**src/rtl/card_dealer.sv**
```systemverilog
// rtl/card_dealer.sv - draws unique cards from a 52-card deck using rejection sampling
// Optional reject counter compiled in with CARD_DEALER_REJECT_CNT_EN.
module card_dealer #(
    parameter int HAND_SIZE = 5
) (
    input  logic       clk_i,
    input  logic       clr_n_i,
    input  logic       deal_i,
    input  logic       new_deck_i,
    input  logic [5:0] rnd_i,
    input  logic       rnd_valid_i,
    output logic       rnd_ready_o,
    output logic       card_valid_o,
    output logic [3:0] card_rank_o,
    output logic [1:0] card_suit_o,
    output logic [5:0] dealt_cnt_o,
    output logic       hand_done_o,
    output logic       deck_empty_o,
    output logic [7:0] reject_cnt_o
);

    typedef enum logic [1:0] {
        S_IDLE  = 2'd0,
        S_DRAW  = 2'd1,
        S_CHECK = 2'd2
    } state_t;

    localparam logic [5:0] HAND_LAST = 6'(HAND_SIZE - 1);

    state_t      state_q, state_d;
    logic [5:0]  cand_q, cand_d;
    logic [51:0] mask_q, mask_d;
    logic [3:0]  card_rank_q, card_rank_d;
    logic [1:0]  card_suit_q, card_suit_d;
    logic [5:0]  dealt_cnt_q, dealt_cnt_d;
    logic [5:0]  hand_cnt_q, hand_cnt_d;
    logic        card_valid_q, card_valid_d;
    logic        hand_done_q, hand_done_d;
    logic        deck_empty_q, deck_empty_d;

    logic [63:0] mask_ext;
    logic        cand_taken;
    logic [1:0]  cand_suit;
    logic [5:0]  cand_base;

    // Out-of-range candidates look like already-dealt cards, so one lookup covers both rejects.
    assign mask_ext   = {12'hFFF, mask_q};
    assign cand_taken = mask_ext[cand_q];

    always_comb begin
        cand_suit = 2'd3;
        cand_base = 6'd39;
        if (cand_q < 6'd13) begin
            cand_suit = 2'd0;
            cand_base = 6'd0;
        end else if (cand_q < 6'd26) begin
            cand_suit = 2'd1;
            cand_base = 6'd13;
        end else if (cand_q < 6'd39) begin
            cand_suit = 2'd2;
            cand_base = 6'd26;
        end
    end

    always_comb begin
        state_d      = state_q;
        cand_d       = cand_q;
        mask_d       = mask_q;
        card_rank_d  = card_rank_q;
        card_suit_d  = card_suit_q;
        dealt_cnt_d  = dealt_cnt_q;
        hand_cnt_d   = hand_cnt_q;
        deck_empty_d = deck_empty_q;
        card_valid_d = 1'b0;
        hand_done_d  = 1'b0;
        rnd_ready_o  = 1'b0;

        case (state_q)
            S_IDLE: begin
                if (deal_i && !deck_empty_q) begin
                    state_d = S_DRAW;
                end
            end
            S_DRAW: begin
                rnd_ready_o = 1'b1;
                if (rnd_valid_i) begin
                    cand_d  = rnd_i;
                    state_d = S_CHECK;
                end
            end
            S_CHECK: begin
                if (cand_taken) begin
                    state_d = S_DRAW;
                end else begin
                    mask_d       = mask_q | (52'd1 << cand_q);
                    card_suit_d  = cand_suit;
                    card_rank_d  = 4'(cand_q - cand_base) + 4'd1;
                    dealt_cnt_d  = dealt_cnt_q + 6'd1;
                    deck_empty_d = (dealt_cnt_q == 6'd51);
                    card_valid_d = 1'b1;
                    if (hand_cnt_q == HAND_LAST) begin
                        hand_cnt_d  = 6'd0;
                        hand_done_d = 1'b1;
                    end else begin
                        hand_cnt_d = hand_cnt_q + 6'd1;
                    end
                    state_d = S_IDLE;
                end
            end
            default: state_d = S_IDLE;
        endcase

        // A fresh deck overrides whatever the FSM decided; rank/suit deliberately survive.
        if (new_deck_i) begin
            state_d      = S_IDLE;
            mask_d       = '0;
            dealt_cnt_d  = '0;
            hand_cnt_d   = '0;
            deck_empty_d = 1'b0;
            card_valid_d = 1'b0;
            hand_done_d  = 1'b0;
        end
    end

    always_ff @(posedge clk_i or negedge clr_n_i) begin
        if (!clr_n_i) begin
            state_q      <= S_IDLE;
            cand_q       <= '0;
            mask_q       <= '0;
            card_rank_q  <= '0;
            card_suit_q  <= '0;
            dealt_cnt_q  <= '0;
            hand_cnt_q   <= '0;
            card_valid_q <= 1'b0;
            hand_done_q  <= 1'b0;
            deck_empty_q <= 1'b0;
        end else begin
            state_q      <= state_d;
            cand_q       <= cand_d;
            mask_q       <= mask_d;
            card_rank_q  <= card_rank_d;
            card_suit_q  <= card_suit_d;
            dealt_cnt_q  <= dealt_cnt_d;
            hand_cnt_q   <= hand_cnt_d;
            card_valid_q <= card_valid_d;
            hand_done_q  <= hand_done_d;
            deck_empty_q <= deck_empty_d;
        end
    end

`ifdef CARD_DEALER_REJECT_CNT_EN
    logic [7:0] reject_cnt_q;
    logic       rejected;

    assign rejected = (state_q == S_CHECK) && cand_taken;

    always_ff @(posedge clk_i or negedge clr_n_i) begin
        if (!clr_n_i) begin
            reject_cnt_q <= '0;
        end else if (new_deck_i) begin
            reject_cnt_q <= '0;
        end else if (rejected && (reject_cnt_q != 8'hFF)) begin
            reject_cnt_q <= reject_cnt_q + 8'd1;
        end
    end

    assign reject_cnt_o = reject_cnt_q;
`else
    assign reject_cnt_o = '0;
`endif

    assign card_valid_o = card_valid_q;
    assign card_rank_o  = card_rank_q;
    assign card_suit_o  = card_suit_q;
    assign dealt_cnt_o  = dealt_cnt_q;
    assign hand_done_o  = hand_done_q;
    assign deck_empty_o = deck_empty_q;

endmodule

```
**config.mk**
```make
export PLATFORM = sky130hd
export DESIGN_NAME = card_dealer
export DESIGN_NICKNAME = d
export VERILOG_FILES = /design/src/rtl/card_dealer.sv
export SDC_FILE = /design/constraint.sdc
export NUM_CORES = 1
export LEC_CHECK = 0
export ABC_AREA = 0
export CAP_MARGIN = 20
export CORE_ASPECT_RATIO = 1.25
export CORE_MARGIN = 10
export CORE_UTILIZATION = 29
export CTS_BUF_LIST = sky130_fd_sc_hd__clkbuf_8
export DETAILED_ROUTE_END_ITERATION = 6
export PLACE_DENSITY = 0.47
export SYNTH_ARGS = -nofsm -noshare
export SYNTH_HDL_FRONTEND = slang
export SYNTH_SLANG_ARGS = --single-unit
```
**constraint.sdc**
```tcl
create_clock -name clk_i -period 3.8 [get_ports clk_i]
set_input_delay 0.57 -clock clk_i [delete_from_list [all_inputs] [get_ports clk_i]]
set_output_delay 0.57 -clock clk_i [all_outputs]
set_load 0.02 [all_outputs]
```
==> results.py <==
metrics = {
    "run_status": {
        "outcome": "completed",
    },
    "die": {
        "die_area_um2": 20800,
        "core_um2": 15100,
        "io_pins": 35,
        "dieWidth_um": 131,
        "initial_core_util_pct": 29.6,
        "dieHeight_um": 159,
        "fp-row-count": 50,
    },
    "flow_run": {
        "maxCapViolCount": 0,
    },
    "global_routing": {
        "grt_usage_pct": 12.2,
        "grt_pass1_vias": 3532,
        "grt_pass1_wl_um": 20100,
        "grt.overflow.total": 0,
        "grt_max_degree": 58,
        "antenna_found_initial": 0,
    },
    "yosys": {
        "asyncSetResetFlopFracSynth_pct": 100,
        "syn_area_per_cell_um2": 10.6,
        "synth_top_flop_cell": "dfrtp_1",
        "synth_seq_cells": 81,
        "yosysUniqueCellTypes": 62,
        "synth_top_cell_area_share_pct": 45.4,
        "synth_area_leaders": "dfrtp_1 (45%), mux2i_1 (5.2%), mux2_2 (5.0%)",
        "seq_area_frac_synth_pct": 45.4,
        "synth_largest_area_cell": "dfrtp_1",
        "synth_cells": 422,
        "synth_area_um2": 4470,
        "synth-edff-count": 0,
        "synth_warnings": 0,
    },
    "setup_path": {
        "cp.arrival_ps": 3460,
        "cp_max_fo": 23,
        "crit_type": "reg2reg",
        "cp-end-kind": "flop",
        "required_ps": 4070,
        "start_kind": "flop",
    },
    "final_layout": {
        "nets": 458,
        "n_antenna_cell": 0,
        "utilization_pct": 33.8,
        "area_growth_pct": 13.9,
        "drive_gt1_share_pct": 15.1,
        "finalNonFillerCells": 652,
    },
    "place": {
        "dp_hpwl_um": 8840,
        "place_inst": 636,
        "io_buffers": 26,
        "place_congestion": 0.830,
    },
    "clocking": {
        "clkSlewWorstSetupHoldPaths_ps": 90,
        "post_cts_resized": 0,
        "ctsHoldBuffers": 0,
        "cts_setup_buffers": 0,
        "ctsHtreeMaxLevel": 3,
        "numClockSinks": 81,
        "cts_root_buf": "clkbuf_8",
        "clkLatencyLatePin_ps": 360,
        "cts_buffers": 9,
        "clk_path_buf_depth": 2,
        "cts_tree": "done",
    },
    "sta": {
        "worst_hold_slack_ps": 276,
        "max_slew_margin_pct": 34.7,
        "setup_violations": 0,
        "min_period_ps": 3190,
        "finalHoldViolations": 0,
        "setup-tns-final_ps": 0,
        "final_max_slew_viol_count": 0,
        "period_share_pct": 83.9,
        "rsz0062_at_grt": "false",
        "tightestPinTransition_ps": 978,
        "fmax_mhz": 314,
        "finalClockSkew_ps": 9.04,
    },
    "route": {
        "via_per_inst": 5.17,
        "first_pass_iters": 4,
        "wl_um": 12300,
        "avgRoutedWirePerCell_um": 18.9,
        "drc": 0,
        "postRouteAntennaNets": 0,
        "drt_iter0_markers": 209,
        "vias": 3371,
    },
    "power": {
        "power.leakage_uw": 0.00210,
        "power_uw": 2640,
        "max-vdd-ir-drop_uv": 315,
        "power_density_nw_per_um2": 519,
    },
    "hold_path": {
        "min_path_type": "in2async",
    },
}
==> Yosys cell counts, types with 4 or more instances <==
library cell,instances
o2bb2ai_1,22
a22oi_1,8
a21oi_1,7
mux2_2,20
buf_6,4
inv_1,10
nor2_1,41
ha_1,7
o21ai_0,11
buf_4,10
nor2b_1,14
a41oi_1,15
o31ai_1,4
nand3_1,16
a211oi_1,5
nor3_1,7
mux2i_1,23
nand2_1,29
dfrtp_1,81
clkbuf_1,19
a22o_1,8
==> area by class of cell <==
| cell class | count | area, um^2 |
|---|---|---|
| clock buffer | 9 | 124 |
| inverter | 13 | 48.8 |
| clock inverter | 7 | 86.3 |
| tap | 208 | 260 |
| sequential | 81 | 2030 |
| fill | 1561 | 9990 |
| timing repair buffer | 39 | 363 |
| multi-input combinational | 295 | 2180 |
==> registers in the layout (all words and copies together), names as in the netlist <==
register	count
card_valid_o	1
card_rank_o	4
mask_q	52
card_suit_o	2
hand_done_o	1
hand_cnt_q	6
deck_empty_o	1
dealt_cnt_o	6
state_q	2
cand_q	6
==> worst paths after layout <==
path | from | end | slack (ps) | cells past startpoint
max | cand_q[0] | card_suit_o[0] | 610 | 7
min | clr_n_i | hand_done_o | 280 | 1
max reg2reg | cand_q[0] | card_suit_o[0] | 610 | 7
min reg2reg | mask_q[10] | mask_q[10] | 500 | 1
max in group asynchronous | clr_n_i | card_suit_o[0] | 2700 | 2
min in group clk_i | mask_q[10] | mask_q[10] | 500 | 1
==> per-layer routing <==
metal  vias to the layer above  global-route usage [%]  part of all wire [%]
li1                       1571                       -                     -
met1                      1696                    15.3                    44
met2                        76                    19.1                    49
met3                        28                    2.53                   3.9
met4                         0                    6.38                   3.7
met5                         -                       0                     0
==> cells in the final DEF, fill, tap and decap left out, types with 5 or more instances in the layout <==
| cell | count |
|---|---|
| nand2_1 | 29 |
| mux2i_1 | 23 |
| conb_1 | 8 |
| buf_4 | 13 |
| a21oi_1 | 7 |
| o21ai_0 | 11 |
| nor2b_1 | 14 |
| nor3_1 | 7 |
| a41oi_1 | 15 |
| mux2_2 | 20 |
| nand3_1 | 16 |
| nor2_1 | 41 |
| o2bb2ai_1 | 22 |
| a211oi_1 | 5 |
| a22o_1 | 8 |
| ha_1 | 7 |
| clkbuf_8 | 9 |
| inv_1 | 11 |
| clkdlybuf4s50_1 | 24 |
| a22oi_1 | 8 |
| dfrtp_1 | 81 |
==> worst max-delay path, cell delays in order, from the launching register on <==
cell,delay [ps]
dfrtp_1,890
mux4_2,610
a32o_1,270
a311oi_4,400
nor2_4,100
a21oi_4,350
buf_4,250
mux2i_1,210
==> cell families (layout without fill, tap and decap cells) <==
kind of cell | Yosys count | in the layout | synth area share [%]
muxes | 46 | 46 | 11.7
buffers and inverters | 53 | 68 | 6.41
DFF | 81 | 81 | 45.4
other | 1 | 8 | 0.0839
AOI/OAI and AO/OA | 101 | 101 | 18.9
xor gates and xnor gates | 3 | 3 | 0.588
and+or+nand+nor | 129 | 129 | 14.5
adders and majority gates | 8 | 8 | 2.41
==> per-stage QoR <==
stage / instance area [um^2] / worst slack (ps)
after global routing: 5090 / 372
after CTS: 5090 / 581
final: 5090 / 613
after global placement: 4880 / 720
after floorplan: 4490 / 864
after detailed placement: 4880 / 629
==> power by group <==
part           internal, uW  total (uW)  switching (uW)
Sequential              917        1020             104
Clock                   364         689             325
Combinational           372         929             557
Note: power is estimated with default switching activity, not from simulation.
